### config.mk
export PLATFORM = sky130hd
export DESIGN_NAME = alu_mdu_seq
export DESIGN_NICKNAME = d
export VERILOG_FILES = /design/src/rtl/alu_pkg.sv /design/src/rtl/mdu_iter.sv /design/src/rtl/alu_mdu_seq.sv
export SDC_FILE = /design/constraint.sdc
export NUM_CORES = 1
export LEC_CHECK = 0
export CORE_ASPECT_RATIO = 2
export CORE_MARGIN = 3
export CORE_UTILIZATION = 35
export CTS_CLUSTER_DIAMETER = 40
export DETAILED_ROUTE_END_ITERATION = 16
export PLACE_DENSITY = 0.74
export SLEW_MARGIN = 30
export SYNTH_ARGS = -nofsm -noshare
export SYNTH_HDL_FRONTEND = slang
export SYNTH_SLANG_ARGS = --single-unit
### constraint.sdc
create_clock -name clk -period 1.9 [get_ports clk]
set_input_delay 0.38 -clock clk [delete_from_list [all_inputs] [get_ports clk]]
set_output_delay 0.38 -clock clk [all_outputs]
set_load 0.01 [all_outputs]
### src/rtl/alu_pkg.sv
// alu_pkg: shared types for the alu_mdu_seq execute unit.
//   alu_op_t - 4-bit operation encoding carried on req_op
//   state_t  - sequencer states of the execute unit
//   FUNCT_*  - MIPS R-type funct field values and their alu_op_t mapping
package alu_pkg;

  typedef enum logic [3:0] {
    OP_ADD   = 4'd0,
    OP_SUB   = 4'd1,
    OP_AND   = 4'd2,
    OP_OR    = 4'd3,
    OP_SLT   = 4'd4,
    OP_SLTU  = 4'd5,
    OP_RAND  = 4'd6,
    OP_ROR   = 4'd7,
    OP_MULT  = 4'd8,
    OP_MULTU = 4'd9,
    OP_DIV   = 4'd10,
    OP_DIVU  = 4'd11,
    OP_MFHI  = 4'd12,
    OP_MFLO  = 4'd13,
    OP_RSV14 = 4'd14,
    OP_RSV15 = 4'd15
  } alu_op_t;

  typedef enum logic [1:0] {
    ST_IDLE = 2'd0,
    ST_BUSY = 2'd1,
    ST_FIX  = 2'd2,
    ST_RESP = 2'd3
  } state_t;

  localparam logic [5:0] FUNCT_MFHI  = 6'h10;
  localparam logic [5:0] FUNCT_MFLO  = 6'h12;
  localparam logic [5:0] FUNCT_MULT  = 6'h18;
  localparam logic [5:0] FUNCT_MULTU = 6'h19;
  localparam logic [5:0] FUNCT_DIV   = 6'h1a;
  localparam logic [5:0] FUNCT_DIVU  = 6'h1b;
  localparam logic [5:0] FUNCT_ADD   = 6'h20;
  localparam logic [5:0] FUNCT_SUB   = 6'h22;
  localparam logic [5:0] FUNCT_AND   = 6'h24;
  localparam logic [5:0] FUNCT_OR    = 6'h25;
  localparam logic [5:0] FUNCT_SLT   = 6'h2a;
  localparam logic [5:0] FUNCT_SLTU  = 6'h2b;

  // Unrecognised funct values decode to a reserved op so the unit flags err.
  function automatic alu_op_t funct_to_op(input logic [5:0] funct);
    case (funct)
      FUNCT_ADD:   return OP_ADD;
      FUNCT_SUB:   return OP_SUB;
      FUNCT_AND:   return OP_AND;
      FUNCT_OR:    return OP_OR;
      FUNCT_SLT:   return OP_SLT;
      FUNCT_SLTU:  return OP_SLTU;
      FUNCT_MULT:  return OP_MULT;
      FUNCT_MULTU: return OP_MULTU;
      FUNCT_DIV:   return OP_DIV;
      FUNCT_DIVU:  return OP_DIVU;
      FUNCT_MFHI:  return OP_MFHI;
      FUNCT_MFLO:  return OP_MFLO;
      default:     return OP_RSV15;
    endcase
  endfunction

endpackage

### src/rtl/mdu_iter.sv
// mdu_iter: radix-2 iterative unsigned multiply / restoring divide.
//   clk, rst_n       - clock, asynchronous active-low reset
//   start            - load operands and run N iterations
//   is_div           - 1: divide op_a by op_b, 0: multiply
//   op_a, op_b       - unsigned magnitudes
//   done             - high during the final iteration cycle
//   res_hi, res_lo   - product {hi,lo} or {remainder,quotient}, valid after done
// Only built when ALU_MDU_EN is defined.
module mdu_iter
  #(parameter int unsigned N = 32)
  (
  input  logic         clk,
  input  logic         rst_n,
  input  logic         start,
  input  logic         is_div,
  input  logic [N-1:0] op_a,
  input  logic [N-1:0] op_b,
  output logic         done,
  output logic [N-1:0] res_hi,
  output logic [N-1:0] res_lo
  );

  localparam int unsigned CW = $clog2(N) + 1;

  logic [CW-1:0] cnt_q;
  logic          div_q;
  logic [N-1:0]  hi_q, lo_q, opb_q;
  logic [N:0]    add_sum, shifted, trial;

  always_comb begin
    add_sum = {1'b0, hi_q} + {1'b0, opb_q};
    shifted = {hi_q, lo_q[N-1]};
    trial   = shifted - {1'b0, opb_q};
  end

  assign done   = (cnt_q == CW'(1));
  assign res_hi = hi_q;
  assign res_lo = lo_q;

  // Multiply: lo holds the multiplier and shifts right as product bits land.
  // Divide: lo holds the dividend and shifts left as quotient bits land;
  // a clear borrow bit of trial means the divisor fits.
  always_ff @(posedge clk or negedge rst_n) begin
    if (!rst_n) begin
      cnt_q <= '0;
      div_q <= 1'b0;
      hi_q  <= '0;
      lo_q  <= '0;
      opb_q <= '0;
    end else if (start) begin
      cnt_q <= CW'(N);
      div_q <= is_div;
      hi_q  <= '0;
      lo_q  <= op_a;
      opb_q <= op_b;
    end else if (cnt_q != '0) begin
      cnt_q <= cnt_q - CW'(1);
      if (div_q) begin
        if (!trial[N]) begin
          hi_q <= trial[N-1:0];
          lo_q <= {lo_q[N-2:0], 1'b1};
        end else begin
          hi_q <= shifted[N-1:0];
          lo_q <= {lo_q[N-2:0], 1'b0};
        end
      end else if (lo_q[0]) begin
        {hi_q, lo_q} <= {add_sum, lo_q[N-1:1]};
      end else begin
        {hi_q, lo_q} <= {1'b0, hi_q, lo_q[N-1:1]};
      end
    end
  end

endmodule

### src/rtl/alu_mdu_seq.sv
// alu_mdu_seq: N-bit EX-stage execute unit with valid/ready request and
// response channels. Logic/arith ops take one cycle; MULT/MULTU/DIV/DIVU
// iterate for N cycles plus one sign-fix cycle and write HI/LO.
//   clk, rst_n                       - clock, asynchronous active-low reset
//   req_valid/req_ready              - request handshake
//   req_op, req_a, req_b             - operation (alu_op_t) and operands
//   resp_valid/resp_ready            - response handshake
//   resp_result/zero/ovf/err         - result and flags, held until taken
//   hi, lo                           - HI/LO registers
// Build option: ALU_MDU_EN enables multiply/divide and HI/LO; without it
// ops 8-13 are reserved and hi/lo read as zero.
module alu_mdu_seq
  import alu_pkg::*;
  #(parameter int unsigned N = 32)
  (
  input  logic         clk,
  input  logic         rst_n,
  input  logic         req_valid,
  output logic         req_ready,
  input  logic [3:0]   req_op,
  input  logic [N-1:0] req_a,
  input  logic [N-1:0] req_b,
  output logic         resp_valid,
  input  logic         resp_ready,
  output logic [N-1:0] resp_result,
  output logic         resp_zero,
  output logic         resp_ovf,
  output logic         resp_err,
  output logic [N-1:0] hi,
  output logic [N-1:0] lo
  );

  state_t       state_q;
  alu_op_t      op;
  logic         accept;
  logic [N-1:0] sum, diff;
  logic [N-1:0] sc_result;
  logic         sc_ovf, sc_err;
  logic [N-1:0] result_q;
  logic         zero_q, ovf_q, err_q;

`ifdef ALU_MDU_EN
  logic           sc_mdu;
  logic [N-1:0]   hi_q, lo_q, a_q, b_q;
  logic           sgn_q, div_q;
  logic           is_signed, is_div;
  logic [N-1:0]   mag_a, mag_b;
  logic           mdu_done;
  logic [N-1:0]   it_hi, it_lo;
  logic [2*N-1:0] prod;
  logic [N-1:0]   quo, rem, fix_hi, fix_lo;
`endif

  assign op          = alu_op_t'(req_op);
  assign req_ready   = (state_q == ST_IDLE) | ((state_q == ST_RESP) & resp_ready);
  assign accept      = req_valid & req_ready;
  assign sum         = req_a + req_b;
  assign diff        = req_a - req_b;
  assign resp_valid  = (state_q == ST_RESP);
  assign resp_result = result_q;
  assign resp_zero   = zero_q;
  assign resp_ovf    = ovf_q;
  assign resp_err    = err_q;

  always_comb begin
    sc_result = '0;
    sc_ovf    = 1'b0;
    sc_err    = 1'b0;
`ifdef ALU_MDU_EN
    sc_mdu    = 1'b0;
`endif
    case (op)
      OP_ADD: begin
        sc_result = sum;
        sc_ovf    = (req_a[N-1] == req_b[N-1]) && (sum[N-1] != req_a[N-1]);
      end
      OP_SUB: begin
        sc_result = diff;
        sc_ovf    = (req_a[N-1] != req_b[N-1]) && (diff[N-1] != req_a[N-1]);
      end
      OP_AND:  sc_result = req_a & req_b;
      OP_OR:   sc_result = req_a | req_b;
      OP_SLT:  sc_result = {{(N-1){1'b0}}, ($signed(req_a) < $signed(req_b))};
      OP_SLTU: sc_result = {{(N-1){1'b0}}, (req_a < req_b)};
      OP_RAND: sc_result = req_a & ~req_b;
      OP_ROR:  sc_result = req_a | ~req_b;
`ifdef ALU_MDU_EN
      OP_MULT, OP_MULTU, OP_DIV, OP_DIVU: sc_mdu = 1'b1;
      OP_MFHI: sc_result = hi_q;
      OP_MFLO: sc_result = lo_q;
`endif
      default: sc_err = 1'b1;
    endcase
  end

`ifdef ALU_MDU_EN
  assign is_signed = (op == OP_MULT) || (op == OP_DIV);
  assign is_div    = (op == OP_DIV) || (op == OP_DIVU);
  assign mag_a     = (is_signed && req_a[N-1]) ? -req_a : req_a;
  assign mag_b     = (is_signed && req_b[N-1]) ? -req_b : req_b;

  mdu_iter #(.N(N)) u_iter (
    .clk    (clk),
    .rst_n  (rst_n),
    .start  (accept && sc_mdu),
    .is_div (is_div),
    .op_a   (mag_a),
    .op_b   (mag_b),
    .done   (mdu_done),
    .res_hi (it_hi),
    .res_lo (it_lo)
  );

  // Sign correction of the magnitude results; divide-by-zero overrides it
  // so HI returns the original dividend rather than a re-signed magnitude.
  always_comb begin
    prod = {it_hi, it_lo};
    quo  = it_lo;
    rem  = it_hi;
    if (sgn_q && (a_q[N-1] ^ b_q[N-1])) begin
      prod = -prod;
      quo  = -quo;
    end
    if (sgn_q && a_q[N-1]) rem = -rem;
    if (b_q == '0) begin
      quo = '1;
      rem = a_q;
    end
    fix_hi = div_q ? rem : prod[2*N-1:N];
    fix_lo = div_q ? quo : prod[N-1:0];
  end

  always_ff @(posedge clk or negedge rst_n) begin
    if (!rst_n) begin
      hi_q  <= '0;
      lo_q  <= '0;
      a_q   <= '0;
      b_q   <= '0;
      sgn_q <= 1'b0;
      div_q <= 1'b0;
    end else begin
      if (accept && sc_mdu) begin
        a_q   <= req_a;
        b_q   <= req_b;
        sgn_q <= is_signed;
        div_q <= is_div;
      end
      if (state_q == ST_FIX) begin
        hi_q <= fix_hi;
        lo_q <= fix_lo;
      end
    end
  end

  assign hi = hi_q;
  assign lo = lo_q;
`else
  assign hi = '0;
  assign lo = '0;
`endif

  always_ff @(posedge clk or negedge rst_n) begin
    if (!rst_n) begin
      state_q  <= ST_IDLE;
      result_q <= '0;
      zero_q   <= 1'b0;
      ovf_q    <= 1'b0;
      err_q    <= 1'b0;
    end else begin
      case (state_q)
`ifdef ALU_MDU_EN
        ST_BUSY: if (mdu_done) state_q <= ST_FIX;
        ST_FIX: begin
          state_q  <= ST_RESP;
          result_q <= fix_lo;
          zero_q   <= (fix_lo == '0);
          ovf_q    <= 1'b0;
          err_q    <= 1'b0;
        end
`endif
        default: begin
          if (accept) begin
`ifdef ALU_MDU_EN
            if (sc_mdu) state_q <= ST_BUSY;
            else
`endif
            begin
              state_q  <= ST_RESP;
              result_q <= sc_result;
              zero_q   <= (sc_result == '0);
              ovf_q    <= sc_ovf;
              err_q    <= sc_err;
            end
          end else if ((state_q == ST_RESP) && resp_ready) begin
            state_q <= ST_IDLE;
          end
        end
      endcase
    end
  end

endmodule

# Word-level counts from Yosys, hierarchy flattened
# Index checks and enable logic that the tools add are counted.
[word_totals]
output_inout_bits = 101
register_bits = 37
in_bits = 72
elab_cells = 42
[op_classes]
n_addsub = 2
bitwise = 8
order_cmp = 2
reduce_logical = 8
mux = 5
eq_ne = 12
[op_table]
columns = ["cell", "n"]
rows = [
  ["$pmux W32 S8", 1],
  ["$and A32 B32 Y32", 2],
  ["$lt A32 B32 Y1", 2],
  ["$or A32 B32 Y32", 2],
  ["$add A32 B32 Y32", 1],
  ["$logic_not A32 Y1", 1],
  ["$not A32 Y32", 1],
  ["$sub A32 B32 Y32", 1],
  ["$eq A4 B3 Y1 const B", 4],
  ["$eq A4 B2 Y1 const B", 2],
  ["$reduce_or A8 Y1", 1],
  ["$eq A4 B1 Y1 const B", 1],
  ["$logic_not A4 Y1", 1],
  ["$mux W2", 2],
  ["$logic_and A1 B1 Y1", 3],
  ["$ne A1 B1 Y1", 3],
  ["$and A1 B1 Y1", 2],
  ["$eq A2 B2 Y1 const B", 1],
  ["$logic_not A2 Y1", 1],
  ["$pmux W1 S2", 1],
  ["$reduce_bool A2 Y1", 1],
  ["$eq A1 B1 Y1", 1],
  ["$mux W1", 1],
  ["$or A1 B1 Y1", 1],
]

# Longest topological paths before layout
[logic_depth]
word_depth = 5
mapped_depth = 15
mapped_depth_nobuf = 15

# Worst setup path before layout
# No wires, ideal clock.
[synth_path]
kind = "input-to-reg"
startpoint = "in req_a[0]"
endpoint = "reg zero_q (netlist: resp_zero)"
stages = 15
path_buffers = 0
required_time_ns = 1.834
setup_time_ns = 0.066
setup_slack_ns = -1.732
t_arrival_ns = 3.566
cell_sequence = "ha_1 inv_1 fa_1 o21ba_1 or4_4 a21oi_2 nand3_2 a31oi_2 a311oi_2 nor2_1 mux2_1 a2111oi_0 nand4_1 nor4_1 a32o_2"
[synth_between]
elab_chain_cells = 3
word_cells_on_any_way = 10
cone_classes = "add/sub (2); order compare (2); mux (1); bitwise (4); reduce/logical (1)"
[synth_rtl]
columns = ["element", "line_no", "rtl"]
rows = [
  ["from (decl)", "alu_mdu_seq.sv:21", "input logic [N-1:0] req_a,"],
  ["$sub A32 B32 Y32, or another cell as far along", "alu_mdu_seq.sv:58", "assign diff = req_a - req_b;"],
  ["$pmux W32 S8 *", "alu_mdu_seq.sv:72", "case (op)"],
  ["$logic_not A32 Y1 *", "alu_mdu_seq.sv:190", "zero_q <= (sc_result == '0);"],
  ["to (signal assigned)", "alu_mdu_seq.sv:190", ""],
  ["to (decl)", "alu_mdu_seq.sv:40", "logic zero_q, ovf_q, err_q;"],
]
# Mark *: on every way between the ends. The rest lies on a longest branch, timed or not.
# A chain may end at the register's enable or synchronous reset.

# Final worst setup path
[layout_path]
startpoint = "in req_b[0]"
endpoint = "reg zero_q (netlist: resp_zero)"
[layout_between]
elab_chain_cells = 4
word_cells_on_any_way = 11
cone_classes = "add/sub (2); order compare (2); mux (1); bitwise (5); reduce/logical (1)"
[layout_rtl]
columns = ["element", "line_no", "rtl"]
rows = [
  ["from (decl)", "alu_mdu_seq.sv:22", "input logic [N-1:0] req_b,"],
  ["branches (longest 2 deep; another with $sub A32 B32 Y32)", "-", ""],
  ["$pmux W32 S8 *", "alu_mdu_seq.sv:72", ""],
  ["$logic_not A32 Y1 *", "alu_mdu_seq.sv:190", ""],
]
# Every way passes the cells marked *.

==> results.sh <==
export IMPL_status="finished, violations left"
export IMPL_failed_checks="negative setup slack"
export IMPL_drive_gt1_share_pct=49.1
export IMPL_cts_buffers=5
export IMPL_cpLargestDelayFamily="compound AO/OA/AOI/OAI gates"
export IMPL_vias_per_cell=5.66
export IMPL_initial_core_util_pct=36.0
export IMPL_finalSetupTns_ps=-26210
export IMPL_critPathRequiredTime_ps=2120
export IMPL_regArea_um2=901
export IMPL_rsz0062_at_grt="yes"
export IMPL_io_buffers=108
export IMPL_crit_slowest_cell="or4_4"
export IMPL_clk_pin_slew_ps=60
export IMPL_yosysWarnings=0
export IMPL_ctsHoldBuffers=0
export IMPL_ant_nets=0
export IMPL_fillers=1490
export IMPL_grt_use_total_pct=28.7
export IMPL_fin_crit_sh_pct=188
export IMPL_hold_class="in2async"
export IMPL_cts_tree="built"
export IMPL_diodes=0
export IMPL_antenna_found_initial=0
export IMPL_switching_power_mw=2.47
export IMPL_crit_buf_inv=2
export IMPL_vdd_drop_max_v=0.000349
export IMPL_power_density_nw_per_um2=469
export IMPL_yosys_area_share_simple_pct=19.7
export IMPL_chipWidth_um=105
export IMPL_clockPowerShare_pct=14.2
export IMPL_synth_compound_area_share_pct=28.4
export IMPL_grt_overflow=0
export IMPL_synth_top_family_by_area="compound AO/OA/AOI/OAI gates"
export IMPL_worst_pin_slew_ps=663
export IMPL_synth_avg_cell_area_um2=7.30
export IMPL_nNetsFinal=1507
export IMPL_ctsHtreeMaxLevel=2
export IMPL_yosys_area_top_type="dfrtp_1"
export IMPL_drt_wl_total_um=33200
export IMPL_cp_start_kind="input port"
export IMPL_arrival_ps=3800
export IMPL_grt_pass1_vias=9573
export IMPL_slew_headroom_pct=55.4
export IMPL_fin_skew_ps=7.20
export IMPL_synth_cell_type_count=91
export IMPL_synth_top_cell_area_share_pct=13.2
export IMPL_postSynthCellCount=933
export IMPL_routedWlPerCell_um=20.4
export IMPL_synthMuxAreaShare_pct=1.51
export IMPL_power_leakage_nw=5.55
export IMPL_syn_cell_area_um2=6810
export IMPL_seq_power_share_pct=16.2
export IMPL_drt_pass1_iter_count=6
export IMPL_r2r_cells=11
export IMPL_grt_pass1_wl_um=48400
export IMPL_drt_initial_drc_count=451
export IMPL_coreArea_um2=18900
export IMPL_internal_power_mw=3.35
export IMPL_drv_cap=0
export IMPL_path_class="in2reg"
export IMPL_critPathMaxFanout=3
export IMPL_synthXorXnorAreaFrac_pct=6.69
export IMPL_total_power_mw=5.82
export IMPL_p_comb_share_pct=69.6
export IMPL_place_hpwl_um=24700
export IMPL_area_growth_pct=82.3
export IMPL_synth_main_ff_cell="dfrtp_1"
export IMPL_max_freq_mhz=280
export IMPL_gp_congestion=0.977
export IMPL_path_cells="buf_8 > ha_4 > inv_2 > fa_2 > o21ba_4 > or4_4 > a21oi_4 > nand3_2 > a31oi_4 > a311oi_2 > nor2_1 > mux2_4 > a2111oi_4 > nand4_1 > nor4_2 > a32o_2"
export IMPL_cts_max_path_buffers=2
export IMPL_dieArea_um2=21300
export IMPL_clock_root_buffer="clkbuf_16"
export IMPL_synthAdderAreaFrac_pct=16.3
export IMPL_cts_sinks=36
export IMPL_cp_slowest_stage_delay_ps=450
export IMPL_setup_viol=33
export IMPL_place_area_um2=10400
export IMPL_ios=173
export IMPL_vias=9201
export IMPL_ys_top_cells_by_area="dfrtp_1 13%, ha_1 12%, buf_4 7.1%"
export IMPL_synth_seq_cells=36
export IMPL_design_area_um2=12400
export IMPL_pre_cts_slack_ps=-2340
export IMPL_std_cell_rows=71
export IMPL_multi_input_area_um2=6710
export IMPL_p_sw_share_pct=42.4
export IMPL_clk_insertion_delay_late_ps=290
export IMPL_route_detailed_drc=0
export IMPL_fin_crit_ps=3570
export IMPL_slew_violations=0
export IMPL_crit_path_end_kind="register"
export IMPL_grt_max_degree=50
export IMPL_synthArstFlopShare_pct=100
export IMPL_die_height_um=203
export IMPL_synth_edf_count=0
export IMPL_worstSetupPathDepth=16
export IMPL_fin_ws_ps=-1670
export IMPL_synth_seq_area_share_pct=13.2
export IMPL_hold_viol_final=0
## cells in the mapped netlist (all sizes together), types with 13 or more instances
| cell | instances |
|---|---|
| nand2 | 104 |
| nor4 | 13 |
| a31oi | 15 |
| nor2 | 56 |
| nor2b | 13 |
| buf | 94 |
| nand4 | 13 |
| clkbuf | 25 |
| nor3 | 19 |
| dfrtp | 36 |
| maj3 | 28 |
| a21oi | 67 |
| a22oi | 14 |
| ha | 63 |
| nand3 | 25 |
| xor2 | 33 |
| o21ai | 64 |
| inv | 61 |
| xnor2 | 19 |
| a21o | 13 |
## sequential cells by signal, indices dropped and copies added, names as in the netlist
register     flops
state_q          1
resp_err         1
resp_zero        1
resp_result     32
resp_ovf         1
## timing repair
| item | CTS | global route |
|---|---|---|
| hold endpoints to repair | 0 | 0 |
| buffers inserted | 45 | 24 |
| gates cloned | 1 | 0 |
| endpoints found under the setup margin | 35 | 32 |
| pin swaps | 106 | 76 |
| gates resized for setup | 314 | 166 |
## power by group through the flow
stage	clock, mW	sequential (mW)	combinational [mW]
3_5_place_dp	0	0.949	3.17
6_report	0.827	0.941	4.06
2_1_floorplan	0	0.977	1.56
5_1_grt	0.854	0.948	4.27
3_3_place_gp	0	0.947	3.13
4_1_cts	0.822	0.936	3.65
## per-layer routing
metal / vias to the layer above / share of wire, % / global-route usage, %
li1: 4106 / - / -
met1: 4378 / 31 / 25.6
met2: 504 / 52 / 54.5
met3: 213 / 4.9 / 2.95
met4: 0 / 12 / 27.8
met5: - / 0 / 0
## worst reg2reg max path, stage by stage, from the launching register on
cell and delay [ps]:
dfrtp_1 380, nand2b_1 100, and2_1 160, nand4_1 110, nor3_1 260, nand4_1 140, nor4_1 310, nand4_1 150
nor4_2 180, nand4_1 150, nor4_2 270, a32o_2 200
## worst paths after layout
check	startpoint	endpoint	slack, ps
max reg2reg	state_q[0]	resp_zero	-580
min reg2reg	resp_result[22]	resp_result[22]	470
max in group asynchronous	rst_n	resp_ovf	1430
max	req_b[0]	resp_zero	-1670
min	rst_n	resp_result[5]	140
min in group clk	resp_result[22]	resp_result[22]	470
## area by class of cell
class | count | share of cell area (%)
repair buffers | 486 | 32.8
clock inverters | 3 | 0.192
inverters | 61 | 2.15
clock buffers | 5 | 1.01
well taps | 255 | 2.57
flip-flops and latches | 36 | 7.26
multi-input cells | 780 | 54.1
## metrics by stage
stage	utilization, %	hold WS [ps]	cells
2_1_floorplan	-	84.4	996
3_3_place_gp	55.2	446	1567
3_5_place_dp	55.2	453	1567
4_1_cts	62.5	155	1616
5_1_grt	65.6	181	1626
6_report	65.6	142	1626
## placed cells by master, fill, tap and decap left out, drive strengths merged, types with 9 or more instances in the layout
cell type      instances
nand4                 13
a22oi                 14
nor4                  13
clkbuf                10
nor2                  56
buf                  404
clkdlybuf4s50         56
nand2b                 9
o21a                   9
inv                   61
a21o                  13
xnor2                 19
o31ai                 12
conb                  64
nand3                 25
maj3                  28
a31oi                 15
a21oi                 67
nor2b                 13
ha                    63
a211oi                10
nor3                  19
dlygate4sd2           15
xor2                  33
dfrtp                 36
o21ai                 64
nand2                104
## cell families after synthesis
| family | count (synthesis) |
|---|---|
| and+or+nand+nor | 278 |
| AOI/OAI and AO/OA | 283 |
| muxes | 10 |
| buffers and inverters | 180 |
| other | 1 |
| xor gates and xnor gates | 52 |
| adders and majority gates | 93 |
| DFF | 36 |
Power figures use the tool's default switching activity.
